File: config.mk
export PLATFORM = sky130hd
export DESIGN_NAME = fsm_hamster_game
export DESIGN_NICKNAME = d
export VERILOG_FILES = /design/src/rtl/fsm_hamster_game.sv
export SDC_FILE = /design/constraint.sdc
export NUM_CORES = 1
export LEC_CHECK = 0
export CORE_ASPECT_RATIO = 0.75
export CORE_MARGIN = 4
export CORE_UTILIZATION = 43
export CTS_CLUSTER_DIAMETER = 80
export DETAILED_ROUTE_END_ITERATION = 10
export GPL_ROUTABILITY_DRIVEN = 0
export PLACE_DENSITY = 0.74
export SETUP_SLACK_MARGIN = 0.15
export SYNTH_ARGS = -nofsm -noshare
export SYNTH_HDL_FRONTEND = slang
export SYNTH_SLANG_ARGS = --single-unit
File: constraint.sdc
create_clock -name clk -period 8.6 [get_ports clk]
set_clock_uncertainty 0.2 [all_clocks]
set_input_delay 0.86 -clock clk [delete_from_list [all_inputs] [get_ports clk]]
set_output_delay 0.86 -clock clk [all_outputs]
set_load 0.02 [all_outputs]
File: src/rtl/fsm_hamster_game.sv
// Whack-a-mole game controller: hold, timed play, LFSR mole placement, pop timeout, hit/miss scoring.
// Optional lives rule enabled by defining HAMSTER_LIVES_EN.
module fsm_hamster_game #(
  parameter int         N_HOLES    = 10,
  parameter int         SCORE_W    = 8,
  parameter int         GAME_TICKS = 210,
  parameter int         POP_TICKS  = 15,
  parameter int         MAX_MISS   = 5,
  parameter logic [7:0] LFSR_SEED  = 8'hA5
) (
  input  logic                               clk,
  input  logic                               rst,
  input  logic                               tick,
  input  logic                               pb_start,
  input  logic                               pb_clear,
  input  logic [N_HOLES-1:0]                 hamster,
  output logic [2:0]                         state,
  output logic [N_HOLES-1:0]                 mole,
  output logic [SCORE_W-1:0]                 score,
  output logic [3:0]                         misses,
  output logic [$clog2(GAME_TICKS+1)-1:0]    time_left,
  output logic                               game_over
);

  localparam int TW = $clog2(GAME_TICKS + 1);
  localparam int PW = $clog2(POP_TICKS + 1);
  localparam int HW = $clog2(N_HOLES);

  localparam logic [2:0] S_HOLD = 3'd0;
  localparam logic [2:0] S_POP  = 3'd1;
  localparam logic [2:0] S_HIT  = 3'd2;
  localparam logic [2:0] S_MISS = 3'd3;
  localparam logic [2:0] S_STOP = 3'd4;

  localparam logic [N_HOLES-1:0] ONE_HOT0 = N_HOLES'(1);

`ifdef HAMSTER_LIVES_EN
  localparam bit LIVES_EN = 1'b1;
`else
  localparam bit LIVES_EN = 1'b0;
`endif

  logic [2:0]         state_q, state_d;
  logic [7:0]         lfsr_q;
  logic [HW-1:0]      pos_q, pos_d, cand_pos, new_pos;
  logic [PW-1:0]      pop_q, pop_d;
  logic [TW-1:0]      time_d;
  logic [SCORE_W-1:0] score_d;
  logic [3:0]         misses_d;
  logic [N_HOLES-1:0] mole_d;
  logic               game_over_d;
  logic               hit, expire, pop_out, lives_out, all_clear, in_play, load_mole;

  assign state = state_q;

  // A repeated position is bumped to the next hole so consecutive moles always differ.
  always_comb begin
    cand_pos  = HW'(lfsr_q % 8'(N_HOLES));
    new_pos   = (cand_pos != pos_q) ? cand_pos :
                (cand_pos == HW'(N_HOLES - 1)) ? '0 : cand_pos + HW'(1);
    hit       = hamster[pos_q];
    all_clear = (hamster == '0);
    in_play   = (state_q == S_POP) || (state_q == S_HIT) || (state_q == S_MISS);
    expire    = in_play && tick && (time_left <= TW'(1));
    pop_out   = tick && (pop_q == PW'(1));
    lives_out = LIVES_EN && (misses >= 4'(MAX_MISS));
  end

  always_ff @(posedge clk) begin
    if (rst) state_q <= S_HOLD;
    else     state_q <= state_d;
  end

  // Timer expiry outranks hit and miss in the same cycle.
  always_comb begin
    state_d = state_q;
    case (state_q)
      S_HOLD: if (pb_start) state_d = S_POP;
      S_POP: begin
        if (expire)       state_d = S_STOP;
        else if (hit)     state_d = S_HIT;
        else if (pop_out) state_d = S_MISS;
      end
      S_HIT: begin
        if (expire)         state_d = S_STOP;
        else if (all_clear) state_d = S_POP;
      end
      S_MISS: begin
        if (expire || lives_out) state_d = S_STOP;
        else                     state_d = S_POP;
      end
      S_STOP: if (pb_clear) state_d = S_HOLD;
      default: state_d = S_HOLD;
    endcase
  end

  always_comb begin
    load_mole = (state_d == S_POP) && (state_q != S_POP);
    pos_d     = load_mole ? new_pos : pos_q;
    mole_d    = (state_d == S_POP) ? (ONE_HOT0 << pos_d) : '0;

    pop_d = pop_q;
    if (load_mole)                                      pop_d = PW'(POP_TICKS);
    else if (state_q == S_POP && tick && pop_q != '0)   pop_d = pop_q - PW'(1);

    time_d = time_left;
    if ((state_q == S_HOLD && pb_start) || (state_q == S_STOP && pb_clear))
      time_d = TW'(GAME_TICKS);
    else if (in_play && tick && time_left != '0)
      time_d = time_left - TW'(1);

    score_d  = score;
    misses_d = misses;
    if (state_q == S_HOLD && (pb_start || pb_clear)) begin
      score_d  = '0;
      misses_d = '0;
    end else if (state_q == S_POP && state_d == S_HIT) begin
      if (score != '1) score_d = score + SCORE_W'(1);
    end else if (state_q == S_POP && state_d == S_MISS) begin
      if (misses != 4'hF) misses_d = misses + 4'd1;
    end

    game_over_d = (state_d == S_STOP);
  end

  always_ff @(posedge clk) begin
    if (rst) begin
      lfsr_q    <= LFSR_SEED;
      pos_q     <= '0;
      pop_q     <= '0;
      mole      <= '0;
      score     <= '0;
      misses    <= '0;
      time_left <= TW'(GAME_TICKS);
      game_over <= 1'b0;
    end else begin
      lfsr_q    <= {lfsr_q[6:0], lfsr_q[7] ^ lfsr_q[5] ^ lfsr_q[4] ^ lfsr_q[3]};
      pos_q     <= pos_d;
      pop_q     <= pop_d;
      mole      <= mole_d;
      score     <= score_d;
      misses    <= misses_d;
      time_left <= time_d;
      game_over <= game_over_d;
    end
  end

endmodule

==> impl_metrics.yaml <==
global_routing:
  grt_pass1_wl_mm: 12.90
  antenna_found_initial: 0
  track_usage_pct: 17.23
  grt_pass1_vias: 2655
  gr-total-overflow: 0
  grt_max_degree: 28
setup_path:
  cp.required_ps: 8650
  cp-start-kind: "flop"
  r2r-start: "lfsr_q[6]"
  endpoint_kind: "flop"
  r2r_slack_ps: 4520
  cp_max_fo: 25
  critical_path_class: "flop to flop"
  worst_r2r_path_depth: 10
  crit_arrival_ps: 4130
  r2r-end: "mole[8]"
flow_run:
  drv_cap: 0
layout:
  nFillCells: 685
  area_growth_pct: 17.71
  finalNetCount: 446
  drive_above_1_share_pct: 8.471
  seqCellArea_um2: 1001
  multi_input_area_um2: 2049
  diodes: 0
  stdcell_count: 526
sta:
  slew_violations: 0
  tns_ps: 0
  hold_viol_final: 0
  rsz0062_at_grt: "false"
  min_period_ps: 4084
  tightest_slew_ps: 893.9
  min_period_over_period_pct: 47.49
  max-slew-margin-rel_pct: 40.29
  setup_violations: 0
  max_freq_mhz: 244.8
detailed_routing:
  via_per_inst: 5.721
  routedWlPerCell_um: 14.85
  drtAntennaViolNets: 0
  first_pass_iters: 4
  vias: 3009
  drc_errors: 0
  drtIter0Drc: 177
  drt-total-wl_mm: 7.811
clock_network:
  cts_buffers: 5
  post-cts-setup-buffer-count: 0
  path_clk_slew_ps: 110
  insertion_delay_ps: 310
  cts_resized: 0
  max-clock-path-buffers: 2
  root_buffer: "clkbuf_8"
  cts_tree: "yes"
  clock_sinks: 50
  cts-hold-fix-buffers: 0
  htree_num_levels: 2
logic_synthesis:
  synth-edff-count: 0
  ys_ff_latch: 50
  ys.flop_type: "dfxtp_1"
  avgSynthCellArea_um2: 8.289
  synth_cells: 392
  yosysSeqAreaShare_pct: 30.80
  syn-cell-area_um2: 3249
  synth-async-reset-ratio_pct: 0
  syn_nets: 414
  yosys.cell_types.count: 73
  ys_warn_count: 0
floorplanning:
  fp-row-count: 27
  die_area_um2: 9026
  die_h_um: 83.29
  core_area_um2: 7331
  initial_utilization_pct: 44.32
  io_pins: 49
  die_x_um: 108.4
min_path:
  hold_class: "flop to flop"
  hp-start: "score[5]"
  hold_path_end: "score[5]"
  holdPathStages: 2
placement:
  io_buffers: 48
  dpl.hpwl_mm: 5.934
  dp.cells: 518
power_and_ir_drop:
  cellLeakagePower_uw: 0.001337
  powerDensity_nw_per_um2: 173.9
  peakVddDrop_mv: 0.09005
run_status:
  outcome: "completed"
==> cells in the final DEF, fill, tap and decap left out, types with 5 or more instances in the layout <==
| cell type | count |
|---|---|
| nand4_1 | 5 |
| ha_1 | 7 |
| nor4_1 | 8 |
| xnor2_1 | 14 |
| clkbuf_8 | 5 |
| mux2i_1 | 6 |
| o21ai_0 | 10 |
| nor3b_1 | 7 |
| nand2_1 | 26 |
| inv_1 | 17 |
| or2_2 | 7 |
| a211oi_1 | 6 |
| or3_1 | 6 |
| and2_1 | 9 |
| nand2b_1 | 10 |
| nand3_1 | 11 |
| a21oi_1 | 16 |
| dfxtp_1 | 50 |
| xor2_1 | 8 |
| o211ai_1 | 7 |
| nor2b_1 | 10 |
| nor3_1 | 13 |
| nor2_1 | 38 |
| clkdlybuf4s50_1 | 48 |
==> critical path, stage by stage (launching register included) <==
cell      delay [ps]
dfxtp_1          890
inv_1            320
o311a_1          440
o21ai_1          240
nand3_1          140
o41a_1           370
mux2i_1          240
o211ai_1         150
a311oi_2         670
and2_1           240
and2_1           120
==> how the worst max path moves through the flow <==
stage	startpoint	endpoint	cells past startpoint	slack (ps)
after detailed placement	hamster[1]	mole[7]	11	4430
after global routing	lfsr_q[6]	mole[8]	10	4250
final	lfsr_q[6]	mole[8]	10	4520
after CTS	lfsr_q[6]	mole[7]	10	4580
after floorplan	lfsr_q[3]	mole[5]	11	5340
after global placement	hamster[1]	mole[3]	11	4530
==> state kept, by name, summed over array words and instances (netlist names) <==
register	count
pop_q	4
pos_q	4
lfsr_q	8
misses	4
mole	10
state	3
game_over	1
time_left	8
score	8
==> final cells by class <==
class | count | share of cell area [%]
Clock buffer | 5 | 1.799
Clock inverter | 3 | 0.6215
Inverter | 18 | 1.766
Multi-Input combinational cell | 300 | 53.58
Sequential cell | 50 | 26.17
Tap cell | 101 | 3.304
Timing Repair Buffer | 49 | 12.76
==> stage by stage <==
stage                     worst slack [ps]  hold slack, ps  utilization (%)  power [uW]  area, um^2
after floorplan                       5337           268.6                -       463.3        3249
after global placement                4528           285.3            50.91       518.4        3732
after detailed placement              4431           284.7            50.91       524.5        3732
after CTS                             4584           304.2            52.18       665.9        3825
after global routing                  4248           318.2            52.18       708.1        3825
final                                 4516           309.0            52.18       665.2        3825
==> power by group <==
part | switching [uW] | internal, uW | leakage, uW | total (uW)
logic | 134 | 106 | 0.000889 | 240
registers | 33.8 | 249 | 0.000408 | 283
clock network | 83.9 | 58.3 | 0.0000408 | 142
==> synthesized netlist by cell type, drive strengths merged, types with 3 or more instances <==
| master | instances | share of area (%) |
|---|---|---|
| nand2 | 26 | 3.0 |
| clkbuf | 12 | 1.4 |
| buf | 12 | 2.7 |
| o211ai | 7 | 1.6 |
| xor2 | 8 | 2.2 |
| a21oi | 17 | 2.7 |
| dfxtp | 50 | 31 |
| a22oi | 3 | 0.69 |
| nor2 | 38 | 4.4 |
| nand2b | 10 | 1.9 |
| nor3 | 16 | 2.9 |
| o2111ai | 3 | 0.81 |
| mux2i | 6 | 1.8 |
| nor3b | 8 | 2.0 |
| nor2b | 10 | 1.9 |
| inv | 17 | 2.0 |
| or3 | 6 | 1.2 |
| nand4 | 5 | 0.96 |
| nor4 | 8 | 1.5 |
| ha | 7 | 2.7 |
| xnor2 | 14 | 3.8 |
| o21bai | 3 | 0.69 |
| and2 | 9 | 1.7 |
| a211oi | 6 | 1.4 |
| or4 | 4 | 1.2 |
| nand3 | 11 | 1.7 |
| or2 | 7 | 1.3 |
| o21ai | 12 | 1.8 |
| and3 | 3 | 0.58 |
==> cell families after synthesis <==
kind of cell / after synthesis / share of synthesized area, %
buffers and inverters: 42 / 6.122
AO/OA/AOI/OAI: 91 / 21.45
adder cells (fa/ha/maj): 7 / 2.695
flip-flops: 50 / 30.80
AND/OR/NAND/NOR: 170 / 29.07
XOR/XNOR: 22 / 5.930
multiplexers: 10 / 3.928
==> per-layer routing <==
metal	share of wire (%)	up-vias	GRT usage, %
met1	51	1409	26.77
li1	-	1500	-
met3	6.0	7	3.341
met2	43	93	24.49
met4	0.78	0	3.440
met5	0	-	0
Note: power is estimated with default switching activity, not from simulation.
